## src/rtl/board_game_fsm_pkg.sv

```systemverilog
`default_nettype none
// ------------------------------------------------------------------
// board_game_fsm_pkg : shared codes, state encoding and walk directions
// Rev 1.0
// ------------------------------------------------------------------
package board_game_fsm_pkg;

   localparam logic [1:0] MARK_EMPTY  = 2'b00;
   localparam logic [1:0] MARK_PLAYER = 2'b01;
   localparam logic [1:0] MARK_BOT    = 2'b10;

   localparam logic [1:0] WIN_NONE    = 2'b00;
   localparam logic [1:0] WIN_PLAYER  = 2'b01;
   localparam logic [1:0] WIN_BOT     = 2'b10;
   localparam logic [1:0] WIN_TIE     = 2'b11;

   typedef enum logic [2:0] {
      ST_IDLE      = 3'd0,
      ST_P_WAIT    = 3'd1,
      ST_P_VAL     = 3'd2,
      ST_AI_REQ    = 3'd3,
      ST_AI_WAIT   = 3'd4,
      ST_AI_VAL    = 3'd5,
      ST_CHECK     = 3'd6,
      ST_GAME_OVER = 3'd7
   } state_e;

   typedef struct packed {
      logic signed [1:0] dr;
      logic signed [1:0] dc;
   } step_t;

   // side[2:1] picks the line direction, side[0] walks it backwards
   function automatic step_t side_step(input logic [2:0] side);
      step_t s;
      case (side[2:1])
         2'd0:    s = '{dr: 2'sd0, dc: 2'sd1};
         2'd1:    s = '{dr: 2'sd1, dc: 2'sd0};
         2'd2:    s = '{dr: 2'sd1, dc: 2'sd1};
         default: s = '{dr: 2'sd1, dc: -2'sd1};
      endcase
      if (side[0]) begin
         s.dr = -s.dr;
         s.dc = -s.dc;
      end
      return s;
   endfunction

endpackage
`default_nettype wire

```

## src/rtl/board_game_fsm_line_walker.sv

```systemverilog
`default_nettype none
// ------------------------------------------------------------------
// line_walker : one cell per cycle along both sides of 4 directions
// Rev 1.0
// ------------------------------------------------------------------
module line_walker
   import board_game_fsm_pkg::*;
#(
   parameter  int N     = 3,
   parameter  int K     = 3,
   localparam int CELLS = N * N,
   localparam int IDX_W = $clog2(CELLS)
) (
   input  logic                 clk,
   input  logic                 rst,
   input  logic                 start,
   input  logic [IDX_W-1:0]     last_idx,
   input  logic [1:0]           mark,
   input  logic [2*CELLS-1:0]   board,
   output logic                 done,
   output logic                 win
);

   localparam int RC_W   = $clog2(N) + 3;
   localparam int DIST_W = $clog2(K + 1);
   localparam int RUN_W  = $clog2(2 * K);
   localparam logic signed [RC_W-1:0] RC_ZERO = '0;
   localparam logic signed [RC_W-1:0] RC_N    = RC_W'(N);

   logic                     active_q, active_d;
   logic [2:0]               side_q, side_d;
   logic [DIST_W-1:0]        dist_q, dist_d;
   logic signed [RC_W-1:0]   r_q, r_d, c_q, c_d;
   logic signed [RC_W-1:0]   r0_q, r0_d, c0_q, c0_d;
   logic                     alive_q, alive_d;
   logic [RUN_W-1:0]         run_q, run_d;
   logic                     win_q, win_d;
   logic [1:0]               mark_q, mark_d;

   logic signed [RC_W-1:0]   org_r, org_c;
   logic                     w_in, w_hit, w_last_side, w_dir_win;
   logic [1:0]               w_cell;
   logic [RUN_W-1:0]         w_run;
   step_t                    st_cur, st_next, st_first;

   always_comb begin
      org_r = '0;
      org_c = '0;
      for (int i = 0; i < CELLS; i++) begin
         if (last_idx == IDX_W'(i)) begin
            org_r = RC_W'(i / N);
            org_c = RC_W'(i % N);
         end
      end
   end

   // bounds are checked on row/col so a side never wraps into the next row
   always_comb begin
      w_in   = (r_q >= RC_ZERO) && (r_q < RC_N) && (c_q >= RC_ZERO) && (c_q < RC_N);
      w_cell = MARK_EMPTY;
      for (int i = 0; i < CELLS; i++) begin
         if (w_in && (r_q == RC_W'(i / N)) && (c_q == RC_W'(i % N)))
            w_cell = board[2*i +: 2];
      end
   end

   always_comb begin
      active_d    = active_q;
      side_d      = side_q;
      dist_d      = dist_q;
      r_d         = r_q;
      c_d         = c_q;
      r0_d        = r0_q;
      c0_d        = c0_q;
      alive_d     = alive_q;
      run_d       = run_q;
      win_d       = win_q;
      mark_d      = mark_q;
      st_cur      = side_step(side_q);
      st_next     = side_step(side_q + 3'd1);
      st_first    = side_step(3'd0);
      w_hit       = active_q && alive_q && w_in && (w_cell == mark_q);
      w_run       = run_q + RUN_W'(w_hit);
      w_last_side = (dist_q == DIST_W'(K - 1));
      w_dir_win   = w_last_side && side_q[0] && (w_run >= RUN_W'(K - 1));

      if (start) begin
         active_d = 1'b1;
         side_d   = 3'd0;
         dist_d   = DIST_W'(1);
         r0_d     = org_r;
         c0_d     = org_c;
         r_d      = org_r + RC_W'(st_first.dr);
         c_d      = org_c + RC_W'(st_first.dc);
         alive_d  = 1'b1;
         run_d    = '0;
         win_d    = 1'b0;
         mark_d   = mark;
      end else if (active_q) begin
         if (w_last_side) begin
            side_d  = side_q + 3'd1;
            dist_d  = DIST_W'(1);
            r_d     = r0_q + RC_W'(st_next.dr);
            c_d     = c0_q + RC_W'(st_next.dc);
            alive_d = 1'b1;
            run_d   = side_q[0] ? '0 : w_run;
            win_d   = win_q | w_dir_win;
            if (side_q == 3'd7)
               active_d = 1'b0;
         end else begin
            dist_d  = dist_q + DIST_W'(1);
            r_d     = r_q + RC_W'(st_cur.dr);
            c_d     = c_q + RC_W'(st_cur.dc);
            alive_d = w_hit;
            run_d   = w_run;
         end
      end
   end

   always_ff @(posedge clk) begin
      if (rst) begin
         active_q <= 1'b0;
         side_q   <= '0;
         dist_q   <= '0;
         r_q      <= '0;
         c_q      <= '0;
         r0_q     <= '0;
         c0_q     <= '0;
         alive_q  <= 1'b0;
         run_q    <= '0;
         win_q    <= 1'b0;
         mark_q   <= MARK_EMPTY;
      end else begin
         active_q <= active_d;
         side_q   <= side_d;
         dist_q   <= dist_d;
         r_q      <= r_d;
         c_q      <= c_d;
         r0_q     <= r0_d;
         c0_q     <= c0_d;
         alive_q  <= alive_d;
         run_q    <= run_d;
         win_q    <= win_d;
         mark_q   <= mark_d;
      end
   end

   assign done = active_q && (side_q == 3'd7) && w_last_side;
   assign win  = win_q | (done && w_dir_win);

endmodule
`default_nettype wire

```

## src/rtl/board_game_fsm.sv

```systemverilog
`default_nettype none
// ------------------------------------------------------------------
// board_game_fsm : N x N, K-in-a-row flow controller, player vs bot
// Rev 1.0
// ------------------------------------------------------------------
module board_game_fsm
   import board_game_fsm_pkg::*;
#(
   parameter  int N       = 3,
   parameter  int K       = 3,
   parameter  int AI_TOUT = 1024,
   localparam int IDX_W   = $clog2(N * N),
   localparam int CNT_W   = $clog2(N * N + 1)
) (
   input  logic                 clk,
   input  logic                 rst,
   input  logic                 first_sel,
   input  logic [IDX_W-1:0]     p_tick,
   input  logic                 p_confirm,
   output logic                 ai_req,
   input  logic [IDX_W-1:0]     ai_tick,
   input  logic                 ai_ack,
   output logic [2*N*N-1:0]     cell_position,
   output logic [1:0]           winner,
   output logic                 player_turn,
   output logic [CNT_W-1:0]     move_cnt,
   output logic                 err_invalid,
   output logic                 ai_timeout
);

   localparam int             CELLS   = N * N;
   localparam int             TOUT_W  = $clog2(AI_TOUT + 1);
   localparam logic [IDX_W:0] CELLS_X = (IDX_W + 1)'(CELLS);

   state_e                 state_q, state_d;
   logic [2*CELLS-1:0]     board_q, board_d;
   logic [CNT_W-1:0]       cnt_q, cnt_d;
   logic [1:0]             winner_q, winner_d;
   logic                   ai_req_q, ai_req_d;
   logic                   err_q, err_d;
   logic                   tout_hit_q, tout_hit_d;
   logic [TOUT_W-1:0]      tout_q, tout_d;
   logic [IDX_W-1:0]       move_idx_q, move_idx_d;
   logic [1:0]             last_mark_q, last_mark_d;

   logic                   walk_start, walk_done, walk_win;
   logic [1:0]             w_cell, w_side_mark;
   logic                   w_move_ok;

   always_comb begin
      w_cell = MARK_EMPTY;
      for (int i = 0; i < CELLS; i++) begin
         if (move_idx_q == IDX_W'(i))
            w_cell = board_q[2*i +: 2];
      end
      w_move_ok   = ({1'b0, move_idx_q} < CELLS_X) && (w_cell == MARK_EMPTY);
      w_side_mark = (state_q == ST_P_VAL) ? MARK_PLAYER : MARK_BOT;
   end

   always_comb begin
      state_d     = state_q;
      board_d     = board_q;
      cnt_d       = cnt_q;
      winner_d    = winner_q;
      ai_req_d    = 1'b0;
      err_d       = 1'b0;
      tout_hit_d  = 1'b0;
      tout_d      = tout_q;
      move_idx_d  = move_idx_q;
      last_mark_d = last_mark_q;
      walk_start  = 1'b0;

      case (state_q)
         ST_IDLE: begin
            if (first_sel) begin
               state_d = ST_P_WAIT;
            end else begin
               state_d  = ST_AI_REQ;
               ai_req_d = 1'b1;
            end
         end
         ST_P_WAIT: begin
            if (p_confirm) begin
               move_idx_d = p_tick;
               state_d    = ST_P_VAL;
            end
         end
         ST_P_VAL, ST_AI_VAL: begin
            if (w_move_ok) begin
               for (int i = 0; i < CELLS; i++) begin
                  if (move_idx_q == IDX_W'(i))
                     board_d[2*i +: 2] = w_side_mark;
               end
               cnt_d       = cnt_q + CNT_W'(1);
               last_mark_d = w_side_mark;
               walk_start  = 1'b1;
               state_d     = ST_CHECK;
            end else begin
               err_d = 1'b1;
               if (state_q == ST_P_VAL) begin
                  state_d = ST_P_WAIT;
               end else begin
                  state_d  = ST_AI_REQ;
                  ai_req_d = 1'b1;
               end
            end
         end
         ST_AI_REQ: begin
            tout_d  = '0;
            state_d = ST_AI_WAIT;
         end
         // an ack arriving on the expiry cycle is still accepted
         ST_AI_WAIT: begin
            if (ai_ack) begin
               move_idx_d = ai_tick;
               state_d    = ST_AI_VAL;
            end else if (tout_q == TOUT_W'(AI_TOUT - 1)) begin
               tout_hit_d = 1'b1;
               winner_d   = WIN_PLAYER;
               state_d    = ST_GAME_OVER;
            end else begin
               tout_d = tout_q + TOUT_W'(1);
            end
         end
         ST_CHECK: begin
            if (walk_done) begin
               if (walk_win) begin
                  winner_d = last_mark_q;
                  state_d  = ST_GAME_OVER;
               end else if (cnt_q == CNT_W'(CELLS)) begin
                  winner_d = WIN_TIE;
                  state_d  = ST_GAME_OVER;
               end else if (last_mark_q == MARK_PLAYER) begin
                  state_d  = ST_AI_REQ;
                  ai_req_d = 1'b1;
               end else begin
                  state_d = ST_P_WAIT;
               end
            end
         end
         ST_GAME_OVER: begin
            if (p_confirm) begin
               board_d  = '0;
               cnt_d    = '0;
               winner_d = WIN_NONE;
               state_d  = ST_IDLE;
            end
         end
         default: state_d = ST_IDLE;
      endcase
   end

   always_ff @(posedge clk) begin
      if (rst) begin
         state_q     <= ST_IDLE;
         board_q     <= '0;
         cnt_q       <= '0;
         winner_q    <= WIN_NONE;
         ai_req_q    <= 1'b0;
         err_q       <= 1'b0;
         tout_hit_q  <= 1'b0;
         tout_q      <= '0;
         move_idx_q  <= '0;
         last_mark_q <= MARK_EMPTY;
      end else begin
         state_q     <= state_d;
         board_q     <= board_d;
         cnt_q       <= cnt_d;
         winner_q    <= winner_d;
         ai_req_q    <= ai_req_d;
         err_q       <= err_d;
         tout_hit_q  <= tout_hit_d;
         tout_q      <= tout_d;
         move_idx_q  <= move_idx_d;
         last_mark_q <= last_mark_d;
      end
   end

   line_walker #(
      .N (N),
      .K (K)
   ) u_walker (
      .clk      (clk),
      .rst      (rst),
      .start    (walk_start),
      .last_idx (move_idx_q),
      .mark     (w_side_mark),
      .board    (board_q),
      .done     (walk_done),
      .win      (walk_win)
   );

   assign cell_position = board_q;
   assign winner        = winner_q;
   assign player_turn   = (state_q == ST_P_WAIT);
   assign move_cnt      = cnt_q;
   assign ai_req        = ai_req_q;
   assign err_invalid   = err_q;
   assign ai_timeout    = tout_hit_q;

endmodule
`default_nettype wire

```

## config.mk

```make
export PLATFORM = sky130hd
export DESIGN_NAME = board_game_fsm
export DESIGN_NICKNAME = d
export VERILOG_FILES = /design/src/rtl/board_game_fsm_pkg.sv /design/src/rtl/board_game_fsm_line_walker.sv /design/src/rtl/board_game_fsm.sv
export SDC_FILE = /design/constraint.sdc
export NUM_CORES = 1
export LEC_CHECK = 0
export ABC_CLOCK_PERIOD_IN_PS = 5500
export CORE_UTILIZATION = 63
export DETAILED_ROUTE_END_ITERATION = 10
export PLACE_DENSITY = 0.85
export SLEW_MARGIN = 40
export SYNTH_ARGS = -nofsm -noshare
export SYNTH_HDL_FRONTEND = slang
export SYNTH_SLANG_ARGS = --single-unit
```

## constraint.sdc

```tcl
create_clock -name clk -period 5.5 [get_ports clk]
set_input_delay 0.55 -clock clk [delete_from_list [all_inputs] [get_ports clk]]
set_output_delay 0.55 -clock clk [all_outputs]
set_load 0.02 [all_outputs]
```

**Word-level counts from Yosys, hierarchy flattened**

Cells that the tools add are included.
Widths: inputs -> output; s select.

- Word-level logic and storage cells: 265
- Output and inout bits: 28
- Bits of input ports: 13
- Bits in registers: 80

- Add/subtract/negate cells: 14
- Muxes and demuxes: 107
- Reductions and logical operators: 56
- Bitwise logic cells: 4
- Equality and inequality tests: 48
- Order comparisons: 6

Operator list:

| cell | number |
|---|---|
| $mux 2 | 48 |
| $reduce_and 4->1 | 10 |
| $mux 18 | 2 |
| $pmux 18 s2 | 1 |
| $ne 2x2->1 const B | 16 |
| $mux 3 | 10 |
| $mux 5 | 6 |
| $logic_and 1x1->1 | 24 |
| $mux 1 | 24 |
| $mux 4 | 6 |
| $mux 11 | 2 |
| $pmux 11 s2 | 1 |
| $pmux 3 s7 | 1 |
| $add 5x2->5 | 4 |
| $pmux 3 s3 | 2 |
| $eq 4x3->1 const B | 4 |
| $pmux 4 s2 | 2 |
| $eq 3x3->1 const B | 5 |
| $add 11x1->11 const B | 1 |
| $eq 11x10->1 const B | 1 |
| $eq 5x2->1 const B | 2 |
| $eq 5x3->1 const B | 2 |
| $ge 5x1->1 const B | 2 |
| $logic_not 5->1 | 2 |
| 35 further kinds | 57 |

**Depth between registers and ports, before layout**

- Word-level depth: 25
- Depth in mapped cells: 17

**Cells and area by module**

Synthesis repeated with hierarchy kept, for this count alone.

- Cell total of the unflattened synthesis: 598
- Area, all modules: 4870.9 um^2

By module, submodules not included:

| module | cells each | times used | area each (um^2) | seq. area each (um^2) |
|---|---|---|---|---|
| board_game_fsm | 313 | 1 | 2592.5 | 940.9 |
| line_walker | 285 | 1 | 2278.4 | 540.5 |

**Worst setup path before layout**

OpenSTA, ideal clock, no wires.

- Kind: register -> register
- Start point: register u_walker.c_q[1]
- End point: register winner_q[0], in the netlist winner[0]
- Data required time: 5.372 ns
- Clock period less this slack: 3.474 ns
- Slack: 2.026 ns
- Cell stages (with the launch flop): 17
- Setup time: 0.128 ns
- Arrival: 3.346 ns
- Path buffers: 1
- Cell sequence: dfxtp_1 > clkbuf_1 > inv_1 > o311a_1 > a311oi_1 > o21ai_0 > xnor2_1 > and3_1 > ha_1 > ha_1 > xor2_1 > o21a_1 > a21oi_1 > nand2_1 > a311oi_1 > mux2i_1 > nor2_1

- Cells in the longest elaborated chain, start to end: 24
- Elaborated cells on any way between the ends: 41
- Classes of those cells: add/sub (1); order compare (3); eq/ne (4); mux (12); bitwise (1); reduce/logical (20)

RTL lines:

| element | line | source |
|---|---|---|
| start, declared | board_game_fsm_line_walker.sv:33 | `logic signed [RC_W-1:0] r_q, r_d, c_q, c_d;` |
| start signal, assigned | board_game_fsm_line_walker.sv:126 | `c_q <= '0;` |
| start signal, assigned | board_game_fsm_line_walker.sv:138 | `c_q <= c_d;` |
| $ge 5x1->1 | board_game_fsm_line_walker.sv:59 | `w_in = (r_q >= RC_ZERO) && (r_q < RC_N) && (c_q >= RC_ZERO) && (c_q < RC_N);` |
| $logic_and 1x1->1 (2 in series) | board_game_fsm_line_walker.sv:59 |  |
| $logic_and 1x1->1 (2 in series) | board_game_fsm_line_walker.sv:62 | `if (w_in && (r_q == RC_W'(i / N)) && (c_q == RC_W'(i % N)))` |
| $mux 2 (9 in series) | board_game_fsm_line_walker.sv:62 |  |
| $eq 2x2->1 | board_game_fsm_line_walker.sv:82 | `w_hit = active_q && alive_q && w_in && (w_cell == mark_q);` |
| $logic_and 1x1->1 * | board_game_fsm_line_walker.sv:82 |  |
| $add 3x1->3 * | board_game_fsm_line_walker.sv:83 | `w_run = run_q + RUN_W'(w_hit);` |
| $ge 3x2->1 * | board_game_fsm_line_walker.sv:85 | `w_dir_win = w_last_side && side_q[0] && (w_run >= RUN_W'(K - 1));` |
| $logic_and 1x1->1 * | board_game_fsm_line_walker.sv:85 |  |
| $logic_and 1x1->1 * | board_game_fsm_line_walker.sv:149 | `assign win = win_q \| (done && w_dir_win);` |
| $or 1x1->1 * | board_game_fsm_line_walker.sv:149 |  |
| $mux 2 | board_game_fsm.sv:127 | `if (walk_win) begin` |
| $mux 2 | board_game_fsm.sv:126 | `if (walk_done) begin` |
| $pmux 2 s3 | board_game_fsm.sv:73 | `case (state_q)` |
| end signal, assigned | board_game_fsm.sv:169 | `winner_q <= winner_d;` |
| end, declared | board_game_fsm.sv:38 | `logic [1:0] winner_q, winner_d;` |

Mark *: on every way between the ends. The rest lies on a longest branch, timed or not. The select of a mux whose other input is x is not followed.
A chain may end at the register's enable or synchronous reset.

**Final worst setup path**

- Start point: register u_walker.c_q[1]
- End point: register winner_q[1], in the netlist winner[1]

The elaborated chain is that of the path after synthesis.

==> results.yml <==
timing:
  fin_ws_ns: 1.532
  final.min_clock_period_ns: 3.968
  fin_skew_ns: 0.007897
  rsz0062_at_grt: "false"
  fin_tns_setup_ns: 0
  post-route-period-util_pct: 72.14
  maxSlewViolCount: 0
  finalSetupViolCount: 0
  fmax_ghz: 0.2520
  hold_violations: 0
  worst_pin_slew_ns: 0.7740
  slew_headroom_pct: 47.94
finish:
  final_common_cell: "dfxtp_1"
  syn_to_final_growth_pct: 14.32
  finish.instance_area_mm2: 0.005185
  antenna_cells: 0
  num-fill-cells: 529
  most-common-layout-cells: "dfxtp_1, nand2_1, nor2_1, a21oi_1, clkdlybuf4s50_1"
  nets: 622
  drive_above_1_share_pct: 6.997
synth:
  synth_cells: 560
  synth_compound_area_share_pct: 24.63
  synth_warnings: 0
  synth.avg_cell_area_um2: 8.099
  async_reset_ff_share_pct: 0
  synth_edf_count: 0
  synth-main-ff-cell: "dfxtp_1"
  synth.area.mux_share_pct: 4.028
  ys_ff_latch: 72
  synth.net_count: 601
  synth_top_family_by_area: "compound AO/OA/AOI/OAI gates"
  synthAdderAreaFrac_pct: 8.386
  synth_cell_type_count: 73
  syn_area_mm2: 0.004536
  yosys.area_share.simple_pct: 21.54
  ys_seq_area_share_pct: 31.78
  synth-xor-area-share_pct: 3.669
job:
  maxCapViolCount: 0
routing:
  dr_wl_met2_um: 5347
  drtIter0Drc: 238
  topRoutingLayerUsed: "met4"
  drt_pass1_iterations: 5
  wl_um: 11470
  dr_wl_met3_um: 877
  wl_per_cell_um: 16.82
  routed_via_density: 6.321
  drt-met1-wl_um: 4893
  antenna_left: 0
  vias: 4311
  drc: 0
placed_design:
  placed_cell_area_mm2: 0.004933
  dpl_worst_slack_ns: 1.570
  place_congestion: 1.013
  hpwl_um: 8004
  port_buffers: 40
floorplanning:
  die_area_mm2: 0.007543
  initial_core_util_pct: 66.03
  io_pins: 41
  placeableCoreArea_mm2: 0.006869
  dieWidth_um: 86.85
  die_y_um: 86.85
  row_count: 30
worst_setup_path:
  critPathKind: "reg -> reg"
  crit_required_ns: 5.75
  crit_path_start_kind: "register"
  critPathMaxFanout: 20
  cp_data_arrival_time_ns: 4.21
  cp-end-kind: "register"
clocking:
  worstSkewPairLatency_ns: 0.36
  clk_pin_slew_worst_paths_ns: 0.09
  post_cts_buffers: 0
  ctsRootBufferMaster: "clkbuf_8"
  clockBufferDepth: 2
  cts_tree: "done"
  cts_hold_buf: 0
  cts_buffers: 9
  h-tree-depth: 3
  cts_resized: 0
  numClockSinks: 72
power_and_ir_drop:
  p_clk_share_pct: 21.9
  total_switching_power_mw: 1.057
  powerDensity_mw_per_mm2: 469.0
  intPower_mw: 1.375
  seqPwrFrac_pct: 33.5
  p_total_mw: 2.432
  p_comb_share_pct: 44.6
  vdd_drop_max_uv: 309.5
  leakage_nw: 1.979
  swShare_pct: 43.45
grt:
  globalRouteTotalUtil_pct: 32.17
  antenna_found_initial: 0
  grt_pass1_wl_um: 18840
  gr-total-overflow: 0
  grt_max_degree: 36
  grt_pass1_vias: 3946
status:
  outcome: "finished clean"
min_path:
  hp-class: "reg -> reg"
==> power groups by stage <==
stage	logic, mW	registers (mW)	clock network [mW]
2_1_floorplan	0.823	0.762	0
3_3_place_gp	1.02	0.812	0
3_5_place_dp	1.05	0.818	0
4_1_cts	1.07	0.807	0.535
5_1_grt	1.19	0.834	0.557
6_report	1.08	0.813	0.533
==> state kept, by name, indices dropped and copies added, names as in the netlist <==
register           cells
tout_q                11
ai_timeout             1
cell_position         18
u_walker.alive_q       1
u_walker.c_q           5
winner                 2
u_walker.r_q           5
u_walker.active_q      1
u_walker.run_q         3
ai_req                 1
u_walker.dist_q        2
u_walker.win_q         1
state_q                3
u_walker.side_q        3
err_invalid            1
last_mark_q            2
move_cnt               4
u_walker.c0_q          2
move_idx_q             4
u_walker.r0_q          2
==> routing by layer <==
layer	global-route usage, %	vias up
li1	-	2052
met3	7.299	40
met1	42.12	2055
met5	0	-
met2	50.97	164
met4	13.79	0
==> layout make-up <==
cell class	instances	area (um2)	share of cell area [%]
clock inverters	7	127.6	2.461
repair buffers	43	422.9	8.156
clock buffers	9	123.9	2.389
well taps	96	120.1	2.317
inverters	31	116.4	2.244
multi-input cells	424	2833	54.63
flip-flops and latches	72	1441	27.80
==> worst max-delay path, cell delays in order, from the launching register on <==
cell	delay (ns)
dfxtp_1	0.73
inv_1	0.14
o311a_1	0.36
a311oi_1	0.31
o21ai_0	0.16
xnor2_1	0.14
and3_1	0.17
ha_1	0.17
ha_1	0.21
xor2_1	0.16
o21a_1	0.17
a21oi_1	0.23
nand2_1	0.15
a311oi_1	0.46
mux2i_1	0.24
nor2_1	0.05
==> cells in the mapped netlist, types with 7 or more instances <==
cell type / count / area (um2)
nor3_1: 9 / 45.04
ha_1: 24 / 300.3
clkbuf_1: 21 / 78.83
xnor2_1: 10 / 87.58
a22oi_1: 9 / 67.56
o21ai_0: 35 / 175.2
nand2b_1: 9 / 56.30
nand2_1: 52 / 195.2
dfxtp_1: 72 / 1441
nor2_1: 50 / 187.7
mux2i_1: 16 / 160.2
buf_2: 9 / 45.04
o22ai_1: 10 / 62.56
nor2b_1: 7 / 43.79
nand3_1: 19 / 95.09
xor2_1: 9 / 78.83
inv_1: 31 / 116.4
a21oi_1: 42 / 210.2
or3_1: 9 / 56.30
==> per-stage QoR <==
stage	util [%]	std cells	hold slack, ns
2_1_floorplan	-	560	0.4110
3_3_place_gp	71.75	666	0.4195
3_5_place_dp	71.82	666	0.4365
4_1_cts	75.48	682	0.4489
5_1_grt	75.48	682	0.4750
6_report	75.48	682	0.4559
==> cell families after synthesis <==
kind of cell,after synthesis
flops,72
buf+inv,64
mux,18
simple gates,190
fa+ha+maj,28
compound gates,169
xor+xnor,19
==> path summary, 6_finish.rpt <==
path / start / endpoint / slack (ns) / cells past startpoint
worst max-delay path: u_walker.c_q[1] / winner[1] / 1.53 / 15
worst min register to register: tout_q[10] / tout_q[10] / 0.46 / 2
worst max register to register: u_walker.c_q[1] / winner[1] / 1.53 / 15
worst min-delay path: tout_q[10] / tout_q[10] / 0.46 / 2
Note: power is estimated with default switching activity, not from simulation.
